--- config.mk ---
export PLATFORM = sky130hd
export DESIGN_NAME = sar_seq_ctrl
export DESIGN_NICKNAME = d
export VERILOG_FILES = /design/src/rtl/sar_pkg.sv /design/src/rtl/sar_bit_engine.sv /design/src/rtl/sar_seq_ctrl.sv
export SDC_FILE = /design/constraint.sdc
export NUM_CORES = 1
export LEC_CHECK = 0
export CORE_MARGIN = 2
export CORE_UTILIZATION = 53
export DETAILED_ROUTE_END_ITERATION = 8
export PLACE_DENSITY_LB_ADDON = 0.05
export REMOVE_ABC_BUFFERS = 1
export SYNTH_ARGS = -nofsm -noshare
export SYNTH_HDL_FRONTEND = slang
export SYNTH_SLANG_ARGS = --single-unit
--- constraint.sdc ---
create_clock -name clk -period 2.4 [get_ports clk]
set_input_delay 0.36 -clock clk [delete_from_list [all_inputs] [get_ports clk]]
set_output_delay 0.36 -clock clk [all_outputs]
set_load 0.02 [all_outputs]
--- src/rtl/sar_pkg.sv ---
// sar_pkg: state type and round-robin channel search shared by the SAR sequencer.
package sar_pkg;

    // Upper bound on channel count handled by next_ch().
    localparam int MAX_CH = 32;

    typedef enum logic [1:0] {
        IDLE,
        SAMPLE,
        CONV,
        DONE
    } sar_state_t;

    // Lowest set bit of mask strictly above cur; wraps to the lowest set bit
    // overall. Passing cur = MAX_CH-1 yields the lowest enabled channel.
    function automatic int next_ch(input logic [MAX_CH-1:0] mask, input int cur);
        int   res;
        logic found;
        res   = cur;
        found = 1'b0;
        for (int i = MAX_CH - 1; i >= 0; i--) begin
            if (mask[i] && (i > cur)) begin
                res   = i;
                found = 1'b1;
            end
        end
        if (!found) begin
            for (int i = MAX_CH - 1; i >= 0; i--) begin
                if (mask[i]) res = i;
            end
        end
        return res;
    endfunction

endpackage

--- src/rtl/sar_bit_engine.sv ---
// sar_bit_engine: successive-approximation trial register and bit index.
// load presets the MSB trial; each step resolves the current bit from the
// comparator and sets the next lower trial bit.
module sar_bit_engine
    import sar_pkg::*;
#(
    parameter int unsigned ADC_BIT = 10
) (
    input  logic               clk,
    input  logic               rst,
    input  logic               load,
    input  logic               step,
    input  logic               comp_out,
    output logic [ADC_BIT-1:0] code,
    output logic               last
);

    localparam int unsigned IDX_W = $clog2(ADC_BIT);

    logic [ADC_BIT-1:0] code_q, code_d;
    logic [IDX_W-1:0]   idx_q,  idx_d;

    // Next trial code and bit index.
    always_comb begin
        // NOTE: defaulting every output to its held value first keeps this block free of latches.
        code_d = code_q;
        idx_d  = idx_q;
        if (load) begin
            code_d              = '0;
            code_d[ADC_BIT-1]   = 1'b1;
            idx_d               = IDX_W'(ADC_BIT - 1);
        end else if (step) begin
            code_d[idx_q] = comp_out;
            if (idx_q != '0) begin
                code_d[idx_q - 1'b1] = 1'b1;
                idx_d                = idx_q - 1'b1;
            end
        end
    end

    // Trial register state, cleared by synchronous reset.
    always_ff @(posedge clk) begin
        // NOTE: sequential state uses non-blocking assignments so every register samples pre-edge values.
        if (rst) begin
            code_q <= '0;
            idx_q  <= '0;
        end else begin
            code_q <= code_d;
            idx_q  <= idx_d;
        end
    end

    assign code = code_q;
    assign last = (idx_q == '0);

endmodule

--- src/rtl/sar_seq_ctrl.sv ---
// sar_seq_ctrl: SAR ADC sequencer. Scans the masked channels one-shot or
// continuously, holds the sample switch, runs the binary search through
// sar_bit_engine and emits one tagged result per channel.
// Optional averaging of 2**AVG_LOG2 conversions per channel: define SAR_AVG_EN.
module sar_seq_ctrl
    import sar_pkg::*;
#(
    parameter  int unsigned ADC_BIT    = 10,
    parameter  int unsigned NCH        = 4,
    parameter  int unsigned SAMPLE_CYC = 2,
    parameter  int unsigned AVG_LOG2   = 2,
    localparam int unsigned CH_W       = (NCH > 1) ? $clog2(NCH) : 1
) (
    input  logic               clk,
    input  logic               rst,
    input  logic               start,
    input  logic               cont,
    input  logic [NCH-1:0]     ch_mask,
    input  logic               comp_out,
    output logic               sample,
    output logic [CH_W-1:0]    ch_sel,
    output logic [ADC_BIT-1:0] dac_code,
    output logic               busy,
    output logic [ADC_BIT-1:0] dout,
    output logic [CH_W-1:0]    dout_ch,
    output logic               dout_valid
);

    localparam int unsigned SC_W = $clog2(SAMPLE_CYC + 1);
`ifdef SAR_AVG_EN
    localparam int unsigned AVG_PASSES = 1 << AVG_LOG2;
    localparam int unsigned ACC_W      = ADC_BIT + AVG_LOG2;
    localparam int unsigned PASS_W     = (AVG_LOG2 > 0) ? AVG_LOG2 : 1;
`else
    // Averaging disabled: AVG_LOG2 has no effect on the datapath.
    localparam int unsigned AVG_PASSES = 1 + 0 * AVG_LOG2;
`endif

    sar_state_t         state_q;
    logic [NCH-1:0]     mask_q;
    logic [CH_W-1:0]    ch_sel_q;
    logic [SC_W-1:0]    samp_cnt_q;
    logic               sample_q, busy_q, dout_valid_q;
    logic [ADC_BIT-1:0] dout_q;
    logic [CH_W-1:0]    dout_ch_q;
`ifdef SAR_AVG_EN
    logic [ACC_W-1:0]   acc_q;
    logic [PASS_W-1:0]  pass_q;
    logic [ACC_W-1:0]   acc_sum;
`endif

    logic               samp_done, eng_load, eng_step, eng_last;
    logic [ADC_BIT-1:0] eng_code, final_code;
    logic [CH_W-1:0]    first_ch, nxt_ch;
    logic               more_ch;

    assign samp_done  = (samp_cnt_q == SC_W'(SAMPLE_CYC - 1));
    assign eng_load   = (state_q == SAMPLE) && samp_done;
    assign eng_step   = (state_q == CONV);
    // The last trial bit resolves on the same edge that leaves CONV.
    assign final_code = {eng_code[ADC_BIT-1:1], comp_out};
    assign first_ch   = CH_W'(next_ch(MAX_CH'(ch_mask), MAX_CH - 1));
    assign nxt_ch     = CH_W'(next_ch(MAX_CH'(mask_q), int'(ch_sel_q)));
    assign more_ch    = (nxt_ch > ch_sel_q);
`ifdef SAR_AVG_EN
    assign acc_sum    = acc_q + ACC_W'(final_code);
`endif

    sar_bit_engine #(.ADC_BIT(ADC_BIT)) u_bit_engine (
        .clk      (clk),
        .rst      (rst),
        .load     (eng_load),
        .step     (eng_step),
        .comp_out (comp_out),
        .code     (eng_code),
        .last     (eng_last)
    );

    // Sequencer FSM with channel scan, sample timing and registered outputs.
    always_ff @(posedge clk) begin
        if (rst) begin
            state_q      <= IDLE;
            mask_q       <= '0;
            ch_sel_q     <= '0;
            samp_cnt_q   <= '0;
            sample_q     <= 1'b0;
            busy_q       <= 1'b0;
            dout_q       <= '0;
            dout_ch_q    <= '0;
            dout_valid_q <= 1'b0;
`ifdef SAR_AVG_EN
            acc_q        <= '0;
            pass_q       <= '0;
`endif
        end else begin
            dout_valid_q <= 1'b0;
            unique case (state_q)
                IDLE: begin
                    if (start && (|ch_mask)) begin
                        mask_q     <= ch_mask;
                        ch_sel_q   <= first_ch;
                        samp_cnt_q <= '0;
                        sample_q   <= 1'b1;
                        busy_q     <= 1'b1;
                        state_q    <= SAMPLE;
`ifdef SAR_AVG_EN
                        acc_q      <= '0;
                        pass_q     <= '0;
`endif
                    end
                end
                SAMPLE: begin
                    if (samp_done) begin
                        sample_q <= 1'b0;
                        state_q  <= CONV;
                    end else begin
                        samp_cnt_q <= samp_cnt_q + 1'b1;
                    end
                end
                CONV: begin
                    if (eng_last) begin
                        state_q <= DONE;
`ifdef SAR_AVG_EN
                        acc_q <= acc_sum;
                        if (pass_q == PASS_W'(AVG_PASSES - 1)) begin
                            dout_q       <= ADC_BIT'(acc_sum >> AVG_LOG2);
                            dout_ch_q    <= ch_sel_q;
                            dout_valid_q <= 1'b1;
                        end
`else
                        dout_q       <= final_code;
                        dout_ch_q    <= ch_sel_q;
                        dout_valid_q <= 1'b1;
`endif
                    end
                end
                DONE: begin
`ifdef SAR_AVG_EN
                    if (pass_q != PASS_W'(AVG_PASSES - 1)) begin
                        // Another pass on the same channel.
                        pass_q     <= pass_q + 1'b1;
                        samp_cnt_q <= '0;
                        sample_q   <= 1'b1;
                        state_q    <= SAMPLE;
                    end else
`endif
                    if (more_ch || cont) begin
                        ch_sel_q   <= nxt_ch;
                        samp_cnt_q <= '0;
                        sample_q   <= 1'b1;
                        state_q    <= SAMPLE;
`ifdef SAR_AVG_EN
                        acc_q      <= '0;
                        pass_q     <= '0;
`endif
                    end else begin
                        busy_q  <= 1'b0;
                        state_q <= IDLE;
                    end
                end
                default: state_q <= IDLE;
            endcase
        end
    end

    assign sample     = sample_q;
    assign ch_sel     = ch_sel_q;
    assign dac_code   = (state_q == CONV) ? eng_code : '0;
    assign busy       = busy_q;
    assign dout       = dout_q;
    assign dout_ch    = dout_ch_q;
    assign dout_valid = dout_valid_q;

endmodule
# After elaboration in Yosys (flattened, before gate mapping)
# Cells that the tools add are included.
totals:
  ff_bits: 39
  latch_bits: 0
  ramBits: 0
  romBits: 0
  inputBits: 9
  out_inout_bits: 27
  word_cells: 107
  memories: 0
classes:
  add_sub_neg: 2
  multipliers: 0
  div_mod_pow: 0
  order_cmp: 8
  eq_ne: 10
  n_shift: 0
  muxes: 45
  bitwise_logic: 2
  reduce_logical: 27
op_table:
  columns: ["cell", "count"]
  rows:
  - ["$mux W10", 4]
  - ["$mux W2", 19]
  - ["$mux W4", 3]
  - ["$mux W1", 11]
  - ["$bwmux W10", 1]
  - ["$lt A4 B5 Y1 const B", 2]
  - ["$ne A2 B2 Y1 const B", 5]
  - ["$or A10 B10 Y10", 1]
  - ["$reduce_and A3 Y1", 3]
  - ["$demux W1 S4", 2]
  - ["$ge A4 B1 Y1 const B", 2]
  - ["$pmux W2 S4", 1]
  - ["$reduce_and A2 Y1", 4]
  - ["$reduce_and A4 Y1", 2]
  - ["$logic_and A1 B1 Y1", 7]
  - ["$pmux W2 S3", 1]
  - ["$reduce_bool A2 Y1", 3]
  - ["$eq A2 B1 Y1 const B", 2]
  - ["$eq A2 B2 Y1 const B", 2]
  - ["$gt A2 B2 Y1 const A", 2]
  - ["$logic_not A4 Y1", 1]
  - ["$pmux W2 S2", 1]
  - ["$reduce_bool A4 Y1", 1]
  - ["$reduce_or A2 Y1", 2]
  - ["12 further kinds", 12]

# Logic depth before layout (Yosys ltp)
# Gate-level depths: netlist (run 1).
depth:
  word_depth: 14
  mapped_depth: 10
  depth_no_buf: 10

# Hierarchy
# Synthesis (run 1) repeated with hierarchy kept, for this count alone.
hier_totals:
  hier_cells: 280
  hier_area_um2: 2293.4
by_module_without_submodules:
  columns: ["mod", "instances", "cells_per_inst", "area_per_inst_um2", "seq_area_each_um2"]
  rows:
  - ["sar_seq_ctrl", 1, 168, 1340.0, 500.5]
  - ["sar_bit_engine", 1, 112, 953.4, 280.3]

# Least setup slack after synthesis (run 1)
# OpenSTA, ideal clock, no wires.
synth_timing:
  kind: "reg-to-reg"
  startpoint: "reg ch_sel_q[0] (netlist: ch_sel[0])"
  endpoint: "reg samp_cnt_q[0]"
  setup_ps: 75
  arrival_ps: 2277
  t_required_ps: 2325
  setup_slack_ps: 49
  stages_incl_launch_ff: 11
  n_path_buf: 0
  period_less_slack_ps: 2351
  path_cell_list: "dfxtp_1 -> nor2b_1 -> o21ai_0 -> o21ai_0 -> a21oi_1 -> ha_1 -> nand3b_1 -> o31ai_1 -> a211o_1 -> or3b_1 -> o22ai_1"
synth_via:
  elab_chain_len: 14
  word_cells_on_any_way: 21
  classes_between: "4 x order compare; 1 x eq/ne; 11 x mux; 5 x reduce/logical"
synth_rtl:
  columns: ["item", "line_no", "text"]
  rows:
  - ["start: declaration", "sar_seq_ctrl.sv:41", "logic [CH_W-1:0] ch_sel_q;"]
  - ["start signal: assignment", "sar_seq_ctrl.sv:101", "ch_sel_q <= first_ch;"]
  - ["start signal: assignment", "sar_seq_ctrl.sv:148", "ch_sel_q <= nxt_ch;"]
  - ["$gt A2 B2 Y1", "sar_pkg.sv:22", "if (mask[i] && (i > cur)) begin"]
  - ["$logic_and A1 B1 Y1", "sar_pkg.sv:22", null]
  - ["$mux W2 (3 in series)", "sar_pkg.sv:22", null]
  - ["$mux W2 (4 in series)", "sar_pkg.sv:29", "if (mask[i]) res = i;"]
  - ["$mux W2", "sar_pkg.sv:27", "if (!found) begin"]
  - ["$gt A2 B2 Y1 (*)", "sar_seq_ctrl.sv:64", "assign more_ch = (nxt_ch > ch_sel_q);"]
  - ["$logic_or A1 B1 Y1 (*)", "sar_seq_ctrl.sv:147", "if (more_ch || cont) begin"]
  - ["$ne A2 B2 Y1 (no source line) (*)", null, null]
  - ["$reduce_and A4 Y1 (no source line) (*)", null, null]
  - ["end signal: assignment", "sar_seq_ctrl.sv:117", "samp_cnt_q <= samp_cnt_q + 1'b1;"]
  - ["end: declaration", "sar_seq_ctrl.sv:42", "logic [SC_W-1:0] samp_cnt_q;"]
# Mark *: on every way between the ends. The rest lies on a longest branch, timed or not.
# A chain may end at the register's enable or synchronous reset.

# Worst setup path after layout (run 1)
layout_timing:
  startpoint: "reg mask_q[3]"
  endpoint: "reg samp_cnt_q[1]"
layout_via:
  elab_chain_len: 13
  word_cells_on_any_way: 16
  classes_between: "1 x order compare; 1 x eq/ne; 11 x mux; 3 x reduce/logical"
layout_rtl:
  columns: ["item", "line_no", "text"]
  rows:
  - ["start: declaration", "sar_seq_ctrl.sv:40", "logic [NCH-1:0] mask_q;"]
  - ["start signal: assignment", "sar_seq_ctrl.sv:100", "mask_q <= ch_mask;"]
  - ["$logic_and A1 B1 Y1", "sar_pkg.sv:22", null]
  - ["$mux W2 (3 in series)", "sar_pkg.sv:22", null]
  - ["$mux W2 (4 in series)", "sar_pkg.sv:29", null]
  - ["$mux W2 (*)", "sar_pkg.sv:27", null]
  - ["$gt A2 B2 Y1 (*)", "sar_seq_ctrl.sv:64", null]
  - ["$logic_or A1 B1 Y1 (*)", "sar_seq_ctrl.sv:147", null]
  - ["$ne A2 B2 Y1 (no source line) (*)", null, null]
  - ["$reduce_and A4 Y1 (no source line) (*)", null, null]
# Marks and branches as above.

==> summary.txt, run 1 <==
Outcome
  • Status: completed

Die
  • Number of placed I/O pins: 36
  • Floorplan die width: 67.2 µm
  • Core region area: 3740 µm²
  • Number of standard-cell rows in the floorplan: 22
  • Die height: 67.2 µm
  • Initial core utilization: 56.5%
  • Area of the die: 4510 µm²

Timing
  • Fin Setup TNS: 0 ps
  • Count of final setup violators: 0
  • Number of failing hold endpoints at the final stage: 0
  • Fin crit share: 95.5%
  • Max-slew violations: 0
  • Clk_skew: 5.94 ps
  • Max Fclk: 436 MHz
  • Final period demand of the worst path: 2290 ps
  • Measured slew at the worst slew-check pin: 480 ps
  • Relative max-transition margin: 67.6%

Synthesis
  • Synth area leaders: dfxtp_1, a21oi_1, ha_1
  • YS warnings: 0
  • Netlist cell types: 43
  • Mapped cell area: 2110 µm²
  • Post-synth ARST share: 0%
  • Proportion of synthesized chip area in sequential cells: 36.9%
  • Flops & latches, synth: 39
  • Cell accounting for the most synthesized area: dfxtp_1
  • Synth Flop Type: dfxtp_1
  • Number of instances in the synthesized netlist: 267
  • Number of flops mapped to enable cells by yosys: 0
  • Average size of a mapped cell: 7.92 µm²
  • Fraction of synthesized cell area taken by the top area cell type: 36.9%

Power and ir drop
  • Switching share of power: 37.7%
  • Clock share of power: 23.5%
  • Combinational fraction of design power: 43.3%
  • Net load switching power: 923 µW
  • IR Drop Worst-Case VDD: 0.876 mV
  • Power share of the sequential group: 33.2%
  • Internal Dissipation: 1.53 mW
  • Leakage power: 1.01 nW
  • P per Cell Area: 903 nW/µm²

Routing
  • Total number of vias: 1,958
  • Number of DRC violations after detailed routing: 0
  • Wire length after detailed routing: 4860 µm
  • Routed wirelength normalized by instance count: 13.6 µm
  • Drt first-iter violations: 125
  • Vias per inst: 5.48
  • Router iterations before antenna repair: 4
  • Post-route ant nets: 0

Clocking
  • Buffer depth of the longest clock path: 2
  • Post-cts hold buffer count: 0
  • Clock net sink count: 39
  • H-tree depth: 2
  • TritonCTS clock tree: done
  • Clock slew at reported path FFs: 80 ps
  • Root buffer cell: clkbuf_8
  • Number of buffers created by CTS: 5
  • Clock latency on the worst-skew pair: 300 ps

Global routing
  • Largest net degree at the start of global routing: 21
  • Vias in the first global route: 1,701
  • Total global routing track utilization: 23.1%
  • Antenna violations before repair: 0
  • Total gr overflow: 0
  • Wire length of the first global-routing pass: 7790 µm

Critical path
  • Worst R2R Path Depth: 9
  • Critical path data arrival time: 2490 ps
  • Classification of the worst setup path: flop to flop
  • WP data required: 2600 ps
  • Maximum fanout encountered on the critical timing path: 4
  • Launching element type of the critical path: flop
  • Kind of end point of the critical path: flop

Finish
  • Multi-input logic area: 1250 µm²
  • Most frequent cells in the layout: nand2_1, dfxtp_1, clkdlybuf4s50_1
  • Filler cells: 326
  • Post-layout util: 72.5%
  • Register area: 781 µm²
  • Number of nets in the layout: 330
  • Antenna diode instance count: 0
  • Proportion of layout cells with a drive suffix above 1: 11.0%
  • Finished Layout Cells: 357
  • Layout overhead on the synthesized area: 28.3%

Placed design
  • Gpl congestion: 0.837
  • Post-Place Cells: 347
  • Count of buffers from port buffering: 35
  • Half-perimeter wire length after detailed placement: 3470 µm

Hold path
  • Hold Crit Class: flop to flop
  • WHS Path Cells: 2

Job
  • Number of max-capacitance violations reported: 0
final timing paths:
path	start	to	slack, ps
worst min-delay path	dout[8]	dout[8]	450
worst max-delay path	mask_q[3]	samp_cnt_q[1]	110
worst min register to register	dout[8]	dout[8]	450
worst max register to register	mask_q[3]	samp_cnt_q[1]	110
layout make-up:
cell class	instances	area share, %
sequential	39	28.8
multi-input combinational	201	46.2
timing repair buffer	49	16.8
clock inverter	2	1.29
clock buffer	6	3.04
inverter	12	1.66
tap	48	2.21
state kept, by name (all words and copies together) (netlist names):
register	count
dout	10
samp_cnt_q	2
state_q	2
u_bit_engine.code	10
ch_sel	2
mask_q	4
u_bit_engine.idx_q	4
sample	1
dout_ch	2
busy	1
dout_valid	1
cells in the mapped netlist (all sizes together) (5+ instances only):
cell type,number
and2,12
clkbuf,11
mux2i,6
dfxtp,39
nor2,18
nand3,12
nand2,39
a211oi,7
nor3,5
o31ai,5
o21ai,7
nor2b,8
ha,13
nand2b,5
inv,12
a21oi,35
through the flow:
step	hold slack [ps]	setup WS [ps]	power, mW	area, µm²
floorplan	429	48.7	1.46	2050
global placement	441	122	1.78	2550
detailed placement	446	62.3	1.81	2550
CTS	457	1.08	2.39	2670
global route	487	-51.8	2.61	2710
finish	455	109	2.45	2710
metal layers:
layer	GRT usage (%)	vias up	part of all wire, %	wire length [µm]
met2	35.4	52	46	2220
met5	0	-	0	0
met1	31.4	885	47	2310
met4	11.2	0	2.3	114
met3	4.17	12	4.5	217
li1	-	1009	-	-
power groups by stage:
stage               sequential (mW)  clock, mW  combinational [mW]
finish                        0.815      0.576                1.06
global route                  0.831      0.604                1.18
CTS                           0.809      0.582               0.996
detailed placement            0.824          0               0.982
global placement              0.822          0               0.957
floorplan                     0.861          0               0.597
repair_timing:
item	in CTS	in global routing
buffers inserted	0	2
resized for setup	1	7
pin swaps	0	2
setup endpoints to repair	10	14
endpoints found under the hold margin	0	0
kinds of logic after synthesis:
family | synth area share [%]
adders and majority gates | 7.69
DFF | 36.9
buffers and inverters | 5.09
and+or+nand+nor | 25.6
AOI/OAI and AO/OA | 20.2
muxes | 2.84
xor gates and xnor gates | 1.66
critical path, cell delays in order (launching register included):
cell	delay (ps)
dfxtp_1	340
nor2b_1	150
o21ai_1	150
o31ai_2	100
ha_1	300
nor2b_1	190
o31ai_2	120
a211o_1	310
or3b_1	400
o32ai_1	150
Power figures use the tool's default switching activity.
==> run 2: changes to the inputs <==
--- a/config.mk
+++ b/config.mk
@@ -5,10 +5,12 @@
 export SDC_FILE = /design/constraint.sdc
 export NUM_CORES = 1
 export LEC_CHECK = 0
+export CORE_ASPECT_RATIO = 1.75
 export CORE_MARGIN = 2
 export CORE_UTILIZATION = 53
 export DETAILED_ROUTE_END_ITERATION = 8
-export PLACE_DENSITY_LB_ADDON = 0.05
+export HOLD_SLACK_MARGIN = 0.03
+export PLACE_DENSITY = 0.8
 export REMOVE_ABC_BUFFERS = 1
 export SYNTH_ARGS = -nofsm -noshare
 export SYNTH_HDL_FRONTEND = slang
==> run 2 against run 1 <==
Net effect: hold slack is essentially flat; final area is 0.28% higher; sequential power increased by 1%; first-iteration DRC count decreased by 54%; sequential share of layout area decreased by 0.079 points; non-clock buffer count is 1 lower; combinational power about the same; via count is 1.2% higher.
==> summary.txt, run 2 (synthesized netlist as in run 1, its figures left out) <==
Finish
  • Filler cells: 327
  • Finished Layout Cells: 356
  • Proportion of layout cells with a drive suffix above 1: 11.0%
  • Number of nets in the layout: 329
  • Most frequent cells in the layout: nand2_1, dfxtp_1, a21oi_1, clkdlybuf4s50_1, nor2_1
  • Layout overhead on the synthesized area: 28.7%
  • Antenna diode instance count: 0
  • Final design instance area without fill: 2720 µm²

Die
  • Initial core utilization: 54.7%
  • Die height: 87.6 µm
  • Area of the die: 4530 µm²
  • Floorplan die width: 51.7 µm
  • Core region area: 3870 µm²
  • Number of standard-cell rows in the floorplan: 30
  • Number of placed I/O pins: 36

Job
  • Number of max-capacitance violations reported: 0

Placed design
  • Gpl congestion: 0.907
  • Count of buffers from port buffering: 35
  • Area of placed instances: 2560 µm²
  • Half-perimeter wire length after detailed placement: 3750 µm
  • Post-Place Cells: 347

Timing
  • Measured slew at the worst slew-check pin: 469 ps
  • Fin Setup TNS: 0 ps
  • Count of final setup violators: 0
  • Number of failing hold endpoints at the final stage: 0
  • Final period demand of the worst path: 2240 ps
  • Clk_skew: 2.61 ps
  • Max-slew violations: 0
  • Relative max-transition margin: 68.3%
  • Fin crit share: 93.5%
  • Max Fclk: 446 MHz

Power and ir drop
  • P per Cell Area: 901 nW/µm²
  • Net load switching power: 918 µW
  • Power share of the sequential group: 33.6%
  • IR Drop Worst-Case VDD: 0.825 mV
  • Clock share of power: 23.2%
  • Final total power: 2.45 mW
  • Combinational fraction of design power: 43.2%
  • Internal Dissipation: 1.53 mW
  • Leakage power: 1.01 nW
  • Switching share of power: 37.4%

Critical path
  • Launching element type of the critical path: flop
  • Maximum fanout encountered on the critical timing path: 5
  • Critical-path cell list: nor2b_2, o21ai_1, o31ai_2, ha_1, nor2b_1, o31ai_1, a211o_1, or3b_1, o22ai_1
  • Classification of the worst setup path: flop to flop
  • Kind of end point of the critical path: flop
  • Critical path data arrival time: 2460 ps
  • WP data required: 2620 ps
  • Crit path buffers/inverters: 0
  • Cell family with most CP delay: compound AO/OA/AOI/OAI gates
  • R2r endpoint: samp_cnt_q[0]
  • Startpoint of the worst-slack reg-to-reg timing path: ch_sel[0]
  • Critical Path Slowest Stage Cell: dfxtp_1
  • Worst R2R Path Depth: 9
  • R2R setup slack: 160 ps
  • Critical path depth in cells: 9
  • Crit path largest cell delay: 420 ps

Clocking
  • Number of buffers created by CTS: 5
  • TritonCTS clock tree: done
  • Clock net sink count: 39
  • Clock latency on the worst-skew pair: 290 ps
  • Root buffer cell: clkbuf_8
  • H-tree depth: 2
  • Buffer depth of the longest clock path: 2
  • Clock slew at reported path FFs: 80 ps

Hold path
  • Min-delay src: dout[3]
  • WHS Path Cells: 2
  • Capture endpoint of the worst hold path: dout[3]
  • Hold Crit Class: flop to flop

Routing
  • Router iterations before antenna repair: 4
  • Routed wirelength normalized by instance count: 14.1 µm
  • Wire length after detailed routing: 5030 µm
  • Post-route ant nets: 0
  • Drt first-iter violations: 58
  • Total number of vias: 1,981
  • Number of DRC violations after detailed routing: 0
  • Vias per inst: 5.56

Global routing
  • Total global routing track utilization: 24.9%
  • Wire length of the first global-routing pass: 8560 µm
  • Largest net degree at the start of global routing: 21
  • Vias in the first global route: 1,947
  • Antenna violations before repair: 0
  • Total gr overflow: 0

Outcome
  • Status: completed
-- run 2: area by class of cell --
class	instances	area, µm²	share of cell area, %
clock buffers	6	82.6	3.03
clock inverters	2	35.0	1.29
inverters	12	45.0	1.66
multi-input cells	201	1260	46.2
flip-flops and latches	39	781	28.7
well taps	48	60.1	2.21
repair buffers	48	460	16.9
-- run 2: routing by layer --
layer  track usage (%)  part of all wire (%)  up-vias
met4              12.2                   2.5        0
met5                 0                     0        -
met2              48.7                    58       41
met1              24.3                    37      925
li1                  -                     -     1000
met3              3.58                   2.5       15
-- run 2: power groups by stage --
stage | clock network (mW) | registers (mW) | logic, mW
final | 0.568 | 0.825 | 1.06
after global routing | 0.605 | 0.839 | 1.18
after CTS | 0.576 | 0.816 | 1.03
after detailed placement | 0 | 0.830 | 1.02
after global placement | 0 | 0.827 | 1.00
after floorplan | 0 | 0.861 | 0.597
-- run 2: metrics by stage --
step | util [%] | hold WS, ps | setup slack (ps)
floorplan | - | 429 | 48.7
global placement | 66.3 | 441 | 138
global route | 70.4 | 476 | -33.9
finish | 70.4 | 455 | 156
CTS | 69.4 | 457 | 40.0
detailed placement | 66.3 | 447 | 85.5
-- run 2: worst max path at each step --
stage	endpoint	startpoint	slack (ps)
2_1_floorplan	samp_cnt_q[0]	ch_sel[0]	50
4_1_cts	samp_cnt_q[0]	mask_q[3]	40
3_5_place_dp	samp_cnt_q[0]	mask_q[3]	90
5_1_grt	samp_cnt_q[0]	ch_sel[0]	-30
6_report	samp_cnt_q[0]	ch_sel[0]	160
3_3_place_gp	samp_cnt_q[0]	mask_q[3]	140
-- run 2: worst min-delay path, cell delays in order, from the launching register on --
cell	delay (ps)
dfxtp_1	310
nand2_1	50
a21oi_1	50
-- run 2: what timing repair did --
item / 4_1_cts / 5_1_grt
hold buffers: 0 / 0
setup endpoints to repair: 10 / 14
pin swaps: 0 / 3
setup buffers: 0 / 1
gates resized for setup: 1 / 9
